## src/rtl/requant_pkg.sv

```systemverilog
// Shared constants and helpers for the requantising truncator.
// Saturation bounds and stage-1 working width.
package requant_pkg;

  localparam int S1_GUARD_BITS = 1;

  function automatic int s1_width(input int din_w);
    return din_w + S1_GUARD_BITS;
  endfunction

  function automatic longint sat_max(input int w);
    return (longint'(1) <<< (w - 1)) - 1;
  endfunction

  function automatic longint sat_min(input int w);
    return -(longint'(1) <<< (w - 1));
  endfunction

endpackage

```

## src/rtl/requant_lane.sv

```systemverilog
// One lane: round + arithmetic shift, then saturate or wrap.
// Holds lane data registers only; valid flags live in the top.
module requant_lane
  import requant_pkg::*;
#(
  parameter int DIN  = 32,
  parameter int DOUT = 8,
  parameter int SHW  = 6
) (
  input  logic            clk,
  input  logic            reset_n,
  input  logic            ld1_i,
  input  logic            ld2_i,
  input  logic [SHW-1:0]  shift_i,
  input  logic            round_i,
  input  logic            sat_en_i,
  input  logic [DIN-1:0]  x_i,
  output logic [DOUT-1:0] dout_o,
  output logic            sat_o
);

  localparam int W1 = s1_width(DIN);
  localparam logic signed [W1-1:0] HI = W1'(sat_max(DOUT));
  localparam logic signed [W1-1:0] LO = W1'(sat_min(DOUT));

  logic signed [W1-1:0] x_ext;
  logic signed [W1-1:0] rnd;
  logic signed [W1-1:0] x_rnd;
  logic signed [W1-1:0] y_d;
  logic signed [W1-1:0] y_q;
  logic [DOUT-1:0]      dout_d;
  logic [DOUT-1:0]      dout_q;
  logic                 sat_d;
  logic                 sat_q;

  // Stage 1: optional half-up rounding, then arithmetic shift.
  // Large shifts collapse to the sign, independent of rounding.
  always_comb begin
    x_ext = {x_i[DIN-1], x_i};
    rnd   = '0;
    if (round_i && shift_i != '0)
      rnd = W1'(1) << (shift_i - SHW'(1));
    x_rnd = x_ext + rnd;
    if (32'(shift_i) >= DIN)
      y_d = x_ext[W1-1] ? '1 : '0;
    else
      y_d = x_rnd >>> shift_i;
  end

  // Stage 2: clamp to the output range or keep the low bits.
  always_comb begin
    dout_d = y_q[DOUT-1:0];
    sat_d  = 1'b0;
    if (sat_en_i) begin
      unique case (1'b1)
        (y_q > HI): begin
          dout_d = HI[DOUT-1:0];
          sat_d  = 1'b1;
        end
        (y_q < LO): begin
          dout_d = LO[DOUT-1:0];
          sat_d  = 1'b1;
        end
        default: ;
      endcase
    end
  end

  // Lane data registers, loaded only when a real beat moves.
  always_ff @(posedge clk) begin
    if (!reset_n) begin
      y_q    <= '0;
      dout_q <= '0;
      sat_q  <= 1'b0;
    end else begin
      if (ld1_i)
        y_q <= y_d;
      if (ld2_i) begin
        dout_q <= dout_d;
        sat_q  <= sat_d;
      end
    end
  end

  assign dout_o = dout_q;
  assign sat_o  = sat_q;

endmodule

```

## src/rtl/requant_truncator.sv

```systemverilog
// Multi-lane requantiser: two-stage pipeline with valid/ready flow
// control and a sticky saturation event counter.
module requant_truncator
  import requant_pkg::*;
#(
  parameter int NUM_LANES         = 4,
  parameter int DATA_IN_BITWIDTH  = 32,
  parameter int DATA_OUT_BITWIDTH = 8,
  parameter int SHIFT_BITWIDTH    = 6,
  parameter int SAT_CNT_BITWIDTH  = 16
) (
  input  logic clk,
  input  logic reset_n,
  input  logic [SHIFT_BITWIDTH-1:0] cfg_shift,
  input  logic cfg_round_en,
  input  logic cfg_sat_en,
  input  logic in_valid,
  output logic in_ready,
  input  logic [NUM_LANES*DATA_IN_BITWIDTH-1:0] data_in,
  output logic out_valid,
  input  logic out_ready,
  output logic [NUM_LANES*DATA_OUT_BITWIDTH-1:0] data_out,
  input  logic clear_stats,
  output logic [SAT_CNT_BITWIDTH-1:0] sat_count
);

  localparam int PW = $clog2(NUM_LANES + 1);
  localparam int CW = SAT_CNT_BITWIDTH + 1;
  localparam logic [CW-1:0] CNT_MAX =
    {1'b0, {SAT_CNT_BITWIDTH{1'b1}}};

  logic adv;
  logic ld1;
  logic ld2;
  logic s1_v_q, s1_v_d;
  logic s2_v_q, s2_v_d;
  logic s1_sat_q, s1_sat_d;
  logic [NUM_LANES-1:0] lane_sat;
  logic [PW-1:0] pop;
  logic [CW-1:0] sum;
  logic [SAT_CNT_BITWIDTH-1:0] cnt_q, cnt_d;

  assign adv       = !s2_v_q || out_ready;
  assign in_ready  = adv;
  assign ld1       = adv && in_valid;
  assign ld2       = adv && s1_v_q;
  assign out_valid = s2_v_q;
  assign sat_count = cnt_q;

  // Valid flags shift forward on advance; sat mode rides with stage 1.
  always_comb begin
    s1_v_d   = s1_v_q;
    s2_v_d   = s2_v_q;
    s1_sat_d = s1_sat_q;
    if (adv) begin
      s1_v_d = in_valid;
      s2_v_d = s1_v_q;
    end
    if (ld1)
      s1_sat_d = cfg_sat_en;
  end

  // Count flagged lanes on output transfer; clear has priority.
  always_comb begin
    pop = '0;
    for (int i = 0; i < NUM_LANES; i++)
      pop = pop + PW'(lane_sat[i]);
    sum   = CW'(cnt_q) + CW'(pop);
    cnt_d = cnt_q;
    if (clear_stats)
      cnt_d = '0;
    else if (out_valid && out_ready)
      cnt_d = (sum > CNT_MAX) ? {SAT_CNT_BITWIDTH{1'b1}}
                              : sum[SAT_CNT_BITWIDTH-1:0];
  end

  // Control state and counter registers.
  always_ff @(posedge clk) begin
    if (!reset_n) begin
      s1_v_q   <= 1'b0;
      s2_v_q   <= 1'b0;
      s1_sat_q <= 1'b0;
      cnt_q    <= '0;
    end else begin
      s1_v_q   <= s1_v_d;
      s2_v_q   <= s2_v_d;
      s1_sat_q <= s1_sat_d;
      cnt_q    <= cnt_d;
    end
  end

  for (genvar g = 0; g < NUM_LANES; g++) begin : g_lane
    requant_lane #(
      .DIN  (DATA_IN_BITWIDTH),
      .DOUT (DATA_OUT_BITWIDTH),
      .SHW  (SHIFT_BITWIDTH)
    ) u_lane (
      .clk      (clk),
      .reset_n  (reset_n),
      .ld1_i    (ld1),
      .ld2_i    (ld2),
      .shift_i  (cfg_shift),
      .round_i  (cfg_round_en),
      .sat_en_i (s1_sat_q),
      .x_i      (data_in[g*DATA_IN_BITWIDTH +: DATA_IN_BITWIDTH]),
      .dout_o   (data_out[g*DATA_OUT_BITWIDTH +: DATA_OUT_BITWIDTH]),
      .sat_o    (lane_sat[g])
    );
  end

endmodule

```

## config.mk

```make
export PLATFORM = sky130hd
export DESIGN_NAME = requant_truncator
export DESIGN_NICKNAME = d
export VERILOG_FILES = /design/src/rtl/requant_pkg.sv /design/src/rtl/requant_lane.sv /design/src/rtl/requant_truncator.sv
export SDC_FILE = /design/constraint.sdc
export NUM_CORES = 1
export LEC_CHECK = 0
export ABC_AREA = 1
export CORE_ASPECT_RATIO = 1.4
export CORE_UTILIZATION = 25
export CTS_CLUSTER_SIZE = 28
export DETAILED_ROUTE_END_ITERATION = 10
export PLACE_DENSITY = 0.42
export REMOVE_ABC_BUFFERS = 1
export SLEW_MARGIN = 30
export SYNTH_ARGS = -nofsm -noshare
export SYNTH_HDL_FRONTEND = slang
export SYNTH_SLANG_ARGS = --single-unit
```

## constraint.sdc

```tcl
create_clock -name clk -period 6.5 [get_ports clk]
set_clock_uncertainty 0.2 [all_clocks]
set_input_delay 0.65 -clock clk [delete_from_list [all_inputs] [get_ports clk]]
set_output_delay 0.65 -clock clk [all_outputs]
set_load 0.1 [all_outputs]
```

==> results.md <==
* Critical path's most frequent cell: nand2_1
* Chip height at 363 microns
* Largest net degree at the start of global routing at 122
* Via density at 5.32
* I/O pin count at 191
* Ys async rst share at 0%
* CP Max Fanout at 7
* Worst Hold Slack at 260 ps
* Min-Delay Startpoint: g_lane[3].u_lane.y_q[2]
* Post-synth top area cell: nand3_1
* DP Area at 0.0265 sq mm
* Syn-to-layout area delta at 16.9%
* Crit start category: primary input
* Final Non-Filler Cells at 5493
* Remaining DRCs at 0
* Num CTS Buffers at 17
* Global-route wire length before repair at 177 mm
* Setup TNS at 0 ps
* Crit path max-delay family: simple AND/OR/NAND/NOR gates
* Die width at 260 microns
* Place WS at 697 ps
* Most frequent cells after synthesis: 1112 x nand2_1, 944 x nand3_1, 322 x inv_1
* Fraction of layout cells with a size suffix above 1 at 5.15%
* Drt initial violations at 2347
* Clock Pin Slew Worst Setup and Hold Paths at 70 ps
* CTS HTree Levels at 4
* Hold Violations, Final at 0
* Yosys reg bits at 187
* GRT Total Usage at 25.1%
* VDD IR max at 0.140 mV
* Crit path buf inv count at 3
* Met3 Routed Length at 5.26 mm
* Setup ws final at 1110 ps
* Worst path max stage delay at 730 ps
* Hpwl dp at 97.8 mm
* Post-CTS sizing at 0
* Worst relative slew slack at 32.5%
* Setup repair after global routing missed its margin: no
* # hold bufs at CTS at 0
* Status: finished, final reports clean
* Vias in the first global route at 27978
* CP startpoint: cfg_shift[4]
* Fillers at 10555
* CTS tree: done
* Class of the worst hold path: flop to flop
* GP Congestion at 0.959
* Mapped Cells at 4177
* Later-pin clock latency in the skew report at 500 ps
* Synth cell types at 58
* Die ar. at 0.0941 sq mm
* Post-layout minimum cycle time at 5390 ps
* Critical path's slowest cell: clkdlybuf4s50_1
* Placed cells at 5458
* Clk buf depth at 2
* Avg WL per Cell at 22.0 microns
* Synth Flop Type: dfxtp_1
* Post-route ant nets at 0
* Top sig layer: met5
* Core ar. at 0.0916 sq mm
* Grt total ovfl at 0
* Number of post-CTS setup repair buffers at 0
* Number of synthesized flops with an enable pin at 0
* Pwr/cell area at 146 mW/mm^2
* Max Cap Viol at 0
* Mean post-synth cell area at 5.56 sq um
* Area contributors post-synth: nand3_1 20%, nand2_1 18%, dfxtp_1 16%
* Flop2flop setup slack at 2340 ps
* Metal-1 WL at 52.8 mm
* Period utilisation layout at 83.0%
* Final instance area at 0.0272 sq mm
* Post-synth top area share at 20.3%
* Initial Util at 25.3%
* Max frequency at 185 MHz
* Mapped cell area at 0.0232 sq mm
* CP required at 6690 ps
* Nets at 4531
* R2r startpoint: g_lane[2].u_lane.sat_o
* Port buffer count at 190
* Slew Limit Fails at 0
* Initial antenna violation count at 3
* Row count at 131
* Leak pwr at 0.0126 uW
* Count of final setup violators at 0
* Met2 wire length at 57.8 mm
* Routed wire length at 121 mm
* Most common cell in the synthesized netlist: nand2_1
* Kind of critical path: primary input to flop
* Worst EP arrival at 5590 ps
* Root Buffer: clkbuf_16
* Register area share after synthesis at 16.1%
* Slew at the pin with the worst max-slew slack at 1010 ps
* Clock tree sinks at 187
* Synth Warn # at 0
* Via count at 29239
* First-pass iteration count of the detailed router at 6
* Setup crit end kind: flop
-- worst register-to-register path, delay by kind of cell, from the launching register on --
kind            cells  cell delay [ps]
compound gates      3              420
fa+ha+maj           3             1080
buf+inv             6              600
flops               1              410
simple gates        8             1390
-- where the power goes --
group          switching [uW]  internal [uW]
Sequential               71.9           1230
Clock                     535            649
Combinational            1030            444
Total                    1640           2330
-- worst paths after layout --
check,end,depth (start not counted)
max reg2reg,sat_count[15],20
min reg2reg,g_lane[3].u_lane.dout_o[2],2
max,g_lane[3].u_lane.y_q[14],27
min,g_lane[3].u_lane.dout_o[2],2
-- cell usage in the layout (no fill, tap or decap), types with 12 or more instances in the layout --
cell type | synthesis | layout
inv_2 | 22 | 21
xor2_1 | 35 | 35
and3_1 | 12 | 12
nor3_1 | 60 | 53
inv_1 | 322 | 319
clkbuf_16 | 0 | 17
o21ai_0 | 264 | 264
nor4_1 | 23 | 20
a221oi_1 | 12 | 12
dfxtp_1 | 187 | 187
a31oi_1 | 30 | 30
nor2_1 | 289 | 287
nand2_2 | 33 | 33
nand3b_1 | 36 | 36
nand2_1 | 1112 | 1112
nor2_4 | 10 | 12
o211ai_1 | 23 | 23
nand4_1 | 63 | 63
ha_1 | 107 | 107
clkdlybuf4s50_1 | 0 | 185
nand3_1 | 944 | 944
buf_4 | 2 | 72
a21oi_1 | 312 | 312
-- registers in the layout, indices dropped and copies added (netlist names) --
signal                count
g_lane.u_lane.dout_o     32
g_lane.u_lane.sat_o       4
g_lane.u_lane.y_q       132
out_valid                 1
s1_sat_q                  1
s1_v_q                    1
sat_count                16
-- layout make-up --
type / instances / area, sq um / area share [%]
diodes: 3 / 7.51 / 0.0276
multi-input cells: 3467 / 17500 / 64.5
inverters: 347 / 1310 / 4.83
clock inverters: 15 / 210 / 0.774
well taps: 1197 / 1500 / 5.51
clock buffers: 17 / 425 / 1.57
flip-flops and latches: 187 / 3740 / 13.8
repair buffers: 260 / 2440 / 9.00
-- through the flow --
stage	total power, uW	util (%)
floorplan	2210	-
global placement	2810	28.9
detailed placement	2800	28.9
CTS	4000	29.6
global route	4190	29.6
finish	3960	29.6
-- layer usage --
layer / track usage, % / vias to the layer above
met3: 1.79 / 157
met1: 32.2 / 13636
met4: 10.7 / 2
met2: 42.9 / 884
met5: 0 / -
li1: - / 14560
-- cell families (layout without fill, tap and decap cells) --
logic type	count (synthesis)	after routing	synth area share, %
DFF	187	187	16.1
AOI/OAI and AO/OA	705	705	16.7
adders and majority gates	110	110	6.02
xor gates and xnor gates	41	41	1.55
muxes	2	2	0.0862
and+or+nand+nor	2609	2609	50.8
other	0	3	0
buffers and inverters	523	639	8.76
Note: power is estimated with default switching activity, not from simulation.
